==> config.mk <==
export PLATFORM = sky130hd
export DESIGN_NAME = vdc_vram_sched
export DESIGN_NICKNAME = d
export VERILOG_FILES = /design/src/rtl/vdc_vram_sched_pkg.sv /design/src/rtl/vdc_slot_decode.sv /design/src/rtl/vdc_vram_sched.sv
export SDC_FILE = /design/constraint.sdc
export NUM_CORES = 1
export LEC_CHECK = 0
export ABC_AREA = 1
export CAP_MARGIN = 10
export CORE_MARGIN = 4
export CORE_UTILIZATION = 40
export DETAILED_ROUTE_END_ITERATION = 7
export GPL_TIMING_DRIVEN = 1
export PLACE_DENSITY = 0.82
export SETUP_SLACK_MARGIN = 0.02
export SLEW_MARGIN = 5
export SYNTH_ARGS = -nofsm -noshare
export SYNTH_HDL_FRONTEND = slang
export SYNTH_SLANG_ARGS = --single-unit
==> constraint.sdc <==
create_clock -name clock -period 3.3 [get_ports clock]
set_input_delay 0.99 -clock clock [delete_from_list [all_inputs] [get_ports clock]]
set_output_delay 0.99 -clock clock [all_outputs]
set_load 0.05 [all_outputs]
==> src/rtl/vdc_vram_sched_pkg.sv <==
// vdc_vram_sched_pkg: shared VRAM slot and scheduler types plus BG fetch slot positions.
package vdc_vram_sched_pkg;

   typedef enum logic [2:0] {SLOT_IDLE, SLOT_BAT, SLOT_CG0, SLOT_CG1, SLOT_CPU} vram_slot_t;
   typedef enum logic [1:0] {ST_IDLE, ST_PEND, ST_RDWAIT} sched_state_t;

   localparam int CG1_OFS_DEF = 8;
   localparam logic [2:0] BAT_CYC = 3'd1;
   localparam logic [2:0] CG0_CYC = 3'd5;
   localparam logic [2:0] CG1_CYC = 3'd7;

   function automatic logic is_bg(input vram_slot_t s);
      return s == SLOT_BAT || s == SLOT_CG0 || s == SLOT_CG1;
   endfunction

endpackage

==> src/rtl/vdc_slot_decode.sv <==
// vdc_slot_decode: maps character-cycle position to the VRAM slot owner; SLOT_CPU marks a free slot.
module vdc_slot_decode
   import vdc_vram_sched_pkg::*;
(
   input  logic [2:0] char_cycle_i,
   input  logic       active_i,
   output vram_slot_t slot_o
);

   always_comb
      slot_o = !active_i                ? SLOT_CPU :
               char_cycle_i == BAT_CYC ? SLOT_BAT :
               char_cycle_i == CG0_CYC ? SLOT_CG0 :
               char_cycle_i == CG1_CYC ? SLOT_CG1 : SLOT_CPU;

endmodule

==> src/rtl/vdc_vram_sched.sv <==
// vdc_vram_sched: owns the character-cycle counter and the single VRAM port,
// interleaving fixed BG fetch slots with buffered CPU reads and writes.
module vdc_vram_sched
   import vdc_vram_sched_pkg::*;
#(
   parameter int ADDR_W  = 16,
   parameter int DATA_W  = 16,
   parameter int CG1_OFS = CG1_OFS_DEF
) (
   input  logic              clock,
   input  logic              reset_N,
   input  logic              active_i,
   input  logic [ADDR_W-1:0] bat_addr_i,
   input  logic [ADDR_W-1:0] cg_addr_i,
   output logic [2:0]        char_cycle_o,
   output logic              bat_ld_o,
   output logic              cg0_ld_o,
   output logic              cg1_ld_o,
   input  logic              cpu_req_valid_i,
   input  logic              cpu_req_we_i,
   input  logic [ADDR_W-1:0] cpu_req_addr_i,
   input  logic [DATA_W-1:0] cpu_req_wdata_i,
   output logic              cpu_req_ready_o,
   output logic              cpu_rd_valid_o,
   output logic [DATA_W-1:0] cpu_rd_data_o,
   output logic              busy_n_o,
   output logic [ADDR_W-1:0] MA_o,
   output logic              vram_re_o,
   output logic              vram_we_o,
   output logic [DATA_W-1:0] MD_out_o,
   input  logic [DATA_W-1:0] MD_in_i
);

   sched_state_t      state_q, state_d;
   vram_slot_t        slot;
   logic [2:0]        char_cycle_q, char_cycle_d;
   logic              we_q, we_d;
   logic [ADDR_W-1:0] addr_q, addr_d;
   logic [DATA_W-1:0] wdata_q, wdata_d;
   logic [DATA_W-1:0] md_out_q, md_out_d;
   logic [DATA_W-1:0] rd_data_q, rd_data_d;
   logic              bat_ld_q, cg0_ld_q, cg1_ld_q;
   logic              accept, cpu_issue, rd_ret;

   vdc_slot_decode u_slot (
      .char_cycle_i (char_cycle_q),
      .active_i     (active_i),
      .slot_o       (slot)
   );

   always_ff @(posedge clock or negedge reset_N)
      if (!reset_N) begin
         state_q      <= ST_IDLE;
         char_cycle_q <= 3'd0;
         we_q         <= 1'b0;
         addr_q       <= '0;
         wdata_q      <= '0;
         md_out_q     <= '0;
         rd_data_q    <= '0;
         bat_ld_q     <= 1'b0;
         cg0_ld_q     <= 1'b0;
         cg1_ld_q     <= 1'b0;
      end else begin
         state_q      <= state_d;
         char_cycle_q <= char_cycle_d;
         we_q         <= we_d;
         addr_q       <= addr_d;
         wdata_q      <= wdata_d;
         md_out_q     <= md_out_d;
         rd_data_q    <= rd_data_d;
         bat_ld_q     <= slot == SLOT_BAT;
         cg0_ld_q     <= slot == SLOT_CG0;
         cg1_ld_q     <= slot == SLOT_CG1;
      end

   always_comb begin
      state_d = state_q == ST_IDLE ? (cpu_req_valid_i ? ST_PEND : ST_IDLE) :
                state_q == ST_PEND ? (slot != SLOT_CPU ? ST_PEND : we_q ? ST_IDLE : ST_RDWAIT) :
                ST_IDLE;
      char_cycle_d = active_i ? char_cycle_q + 3'd1 : 3'd0;
      we_d      = accept ? cpu_req_we_i    : we_q;
      addr_d    = accept ? cpu_req_addr_i  : addr_q;
      wdata_d   = accept ? cpu_req_wdata_i : wdata_q;
      md_out_d  = MD_out_o;
      rd_data_d = cpu_rd_data_o;
   end

   // The read result is forwarded from MD_in in its return cycle and held afterwards.
   always_comb begin
      accept          = state_q == ST_IDLE && cpu_req_valid_i;
      cpu_issue       = state_q == ST_PEND && slot == SLOT_CPU;
      rd_ret          = state_q == ST_RDWAIT;
      cpu_req_ready_o = state_q == ST_IDLE;
      busy_n_o        = state_q == ST_IDLE;
      cpu_rd_valid_o  = rd_ret;
      cpu_rd_data_o   = rd_ret ? MD_in_i : rd_data_q;
      MA_o = slot == SLOT_BAT ? bat_addr_i :
             slot == SLOT_CG0 ? cg_addr_i :
             slot == SLOT_CG1 ? cg_addr_i + ADDR_W'(CG1_OFS) :
             cpu_issue        ? addr_q : '0;
      vram_re_o    = is_bg(slot) || (cpu_issue && !we_q);
      vram_we_o    = cpu_issue && we_q;
      MD_out_o     = vram_we_o ? wdata_q : md_out_q;
      char_cycle_o = char_cycle_q;
      bat_ld_o     = bat_ld_q;
      cg0_ld_o     = cg0_ld_q;
      cg1_ld_o     = cg1_ld_q;
   end

endmodule
==> impl_metrics.env, run 1 <==
export IMPL_cts_hold_buf=0
export IMPL_final_common_cell="nand2_1"
export IMPL_setup_ws_ns=0.09746
export IMPL_clk_pin_slew_ns=0.08
export IMPL_drc=0
export IMPL_diodes=0
export IMPL_ant_nets=0
export IMPL_worst_ep_arrival_time_ns=2.21
export IMPL_hold_viol_final=0
export IMPL_cts_root_buf="clkbuf_8"
export IMPL_portBuffers=143
export IMPL_grt_start_max_net_pins=74
export IMPL_clock_latency_ns=0.34
export IMPL_die_h_um=103.4
export IMPL_avgSynthCellArea_um2=8.749
export IMPL_cts_sinks=73
export IMPL_status="finished, final reports clean"
export IMPL_core_um2=8806
export IMPL_worstSetupEndpointType="primary output"
export IMPL_worstPathRequired_ns=2.31
export IMPL_timing_fmax_ghz=0.3123
export IMPL_crit_chain="clkbuf_4, nand2_4, buf_6, nor2_4, inv_4, a21oi_1, o21ai_1, nand3_1, nand2_1, nand2_1, buf_12"
export IMPL_yosys_warnings=0
export IMPL_slew_viol_final=0
export IMPL_syn_to_final_growth_pct=72.84
export IMPL_synth_area_um2=3640
export IMPL_rsz0062_at_grt="no"
export IMPL_synth_cells=416
export IMPL_period_needed_ns=3.203
export IMPL_htree_levels=3
export IMPL_vdd_ir_drop_max_v=0.0007310
export IMPL_routedWlPerCell_um=15.48
export IMPL_routed_wl_mm=10.93
export IMPL_cp_startpoint="active_i"
export IMPL_cts_tree="done"
export IMPL_grt_pass1_wl_mm=17.11
export IMPL_initial_utilization=0.4133
export IMPL_slowest_delay_ns=0.22
export IMPL_finalNetCount=683
export IMPL_cp_common_cell="nand2_1"
export IMPL_tightest_slew_ns=0.9233
export IMPL_drtPass1Iterations=4
export IMPL_via_per_inst=4.888
export IMPL_first_global_vias=3615
export IMPL_hold_class="register to register"
export IMPL_critPathMaxFanout=4
export IMPL_cp_slowest_cell="nor2_4"
export IMPL_track_usage=0.2066
export IMPL_finClkSkew_ns=0.01179
export IMPL_reg2reg_from="char_cycle_o[0]"
export IMPL_startpoint_type="input pin"
export IMPL_power_per_cell_area_nw_per_um2=936.2
export IMPL_final_cell_mix="nand2_1, clkdlybuf4s50_1, dfrtp_1"
export IMPL_dp_hpwl_mm=8.141
export IMPL_leakagePower_nw=3.074
export IMPL_cts_buffer_depth=2
export IMPL_antenna_found_initial=1
export IMPL_layout_drive_gt1_share=0.2977
export IMPL_dieArea_um2=10690
export IMPL_p_total_mw=5.890
export IMPL_period_share=0.9705
export IMPL_die_x_um=103.4
export IMPL_min_from="addr_q[4]"
export IMPL_io_pins=144
export IMPL_critPathKind="input pin to primary output"
export IMPL_synth_seq_cells=73
export IMPL_dr_total_vias=3451
export IMPL_yosysSeqAreaShare=0.5019
export IMPL_cts_inserted_buffers=9
export IMPL_setup_violations=0
export IMPL_maxSlewHeadroom=0.3845
export IMPL_maxCapViolCount=0
export IMPL_drt_initial_drc_count=81
export IMPL_gp_congestion=0.8972
export IMPL_rows=34
export IMPL_utilization=0.7144
export IMPL_post_place_ws_ns=-0.3685
export IMPL_synth_distinct_cells=30
export IMPL_syn_num_nets=506
export IMPL_grt_overflow_total=0
critical path, delay by kind of cell:
family	cells	cell delay [ns]
buffers and inverters	4	0.49
AO/OA/AOI/OAI	2	0.20
AND/OR/NAND/NOR	5	0.54
cell families after synthesis:
family | count (synthesis) | share of synthesized area
AOI/OAI and AO/OA | 18 | 0.03438
muxes | 33 | 0.1021
xor gates and xnor gates | 1 | 0.002407
DFF | 73 | 0.5019
and+or+nand+nor | 239 | 0.2819
buffers and inverters | 47 | 0.06016
adders and majority gates | 5 | 0.01719
cell type report:
cell class / instances / area, µm²
fillers: 644 / 2515
repair buffers: 178 / 2261
clock buffers: 9 / 123.9
well taps: 108 / 135.1
clock inverters: 7 / 125.1
inverters: 35 / 143.9
flip-flops and latches: 73 / 1827
multi-input cells: 296 / 1675
cell usage after synthesis:
cell | instances | area, µm²
mux2_2 | 33 | 371.6
buf_4 | 4 | 30.03
xor2_1 | 1 | 8.760
buf_6 | 2 | 22.52
dfrtp_1 | 73 | 1827
a41oi_2 | 2 | 32.53
o21ai_2 | 1 | 8.760
nand2_4 | 1 | 11.26
nor2_2 | 4 | 25.02
or2_2 | 2 | 12.51
nor2_1 | 17 | 63.81
nor2_8 | 1 | 20.02
or2_1 | 3 | 18.77
nand2_1 | 175 | 656.9
inv_2 | 2 | 7.510
nor2_4 | 2 | 22.52
nand3_1 | 25 | 125.1
a21oi_1 | 4 | 20.02
o21ai_0 | 5 | 25.02
o21ai_1 | 4 | 20.02
inv_4 | 2 | 12.51
inv_1 | 31 | 116.4
nand2_2 | 4 | 25.02
o211ai_2 | 1 | 12.51
nand3_4 | 1 | 17.52
nand4_1 | 2 | 12.51
buf_2 | 6 | 30.03
o22ai_1 | 1 | 6.260
ha_1 | 5 | 62.56
nand3b_1 | 2 | 15.01
per-layer routing:
metal / vias up / track usage / part of all wire
li1: 1662 / - / -
met1: 1628 / 0.2355 / 0.38
met2: 134 / 0.3539 / 0.50
met3: 25 / 0.07512 / 0.10
met4: 2 / 0.07769 / 0.022
met5: - / 0 / 0.0012
where the power goes:
part           switching, mW  leakage (nW)  total, mW  internal (mW)
combinational           1.95          2.06       3.56           1.61
sequential             0.170         0.888       1.46           1.29
clock                  0.360         0.124      0.870          0.510
sequential cells by signal, indices dropped and copies added (netlist names):
| signal | cells |
|---|---|
| we_q | 1 |
| bat_ld_o | 1 |
| addr_q | 16 |
| cg1_ld_o | 1 |
| wdata_q | 16 |
| cg0_ld_o | 1 |
| char_cycle_o | 3 |
| state_q | 2 |
| rd_data_q | 16 |
| md_out_q | 16 |
repair_timing:
action                                  CTS  global route
pin swaps                                 9            11
endpoints found under the setup margin   34            32
buffers inserted                          2             2
gates cloned                              0             1
hold endpoints to repair                  0             0
resized for setup                        31            20
metrics by stage:
stage,hold WS (ns),std cells,setup TNS [ns],cell area [µm²]
after floorplan,0.4797,416,0,3643
after global placement,0.4870,685,-7.267,5901
after detailed placement,0.4939,685,-9.071,5901
after CTS,0.5135,703,0,6196
after global routing,0.5215,706,0,6291
final,0.5118,706,0,6291
final timing paths:
kind / endpoint / slack [ns] / depth (start not counted)
max in group asynchronous: char_cycle_o[1] / 1.92 / 1
hold reg to reg: addr_q[4] / 0.51 / 1
setup reg to reg: md_out_q[5] / 1.56 / 9
setup / recovery: MA_o[6] / 0.1 / 11
hold / removal: addr_q[4] / 0.51 / 1
min in group asynchronous: wdata_q[4] / 0.78 / 1
Power figures use the tool's default switching activity.
==> run 2: changes to the inputs <==
--- a/config.mk
+++ b/config.mk
@@ -6,7 +6,7 @@
 export NUM_CORES = 1
 export LEC_CHECK = 0
 export ABC_AREA = 1
-export CAP_MARGIN = 10
+export CAP_MARGIN = 20
 export CORE_MARGIN = 4
 export CORE_UTILIZATION = 40
 export DETAILED_ROUTE_END_ITERATION = 7
==> results of run 2 <==
The final DEF is identical to that of run 1; final timing and power are the same.
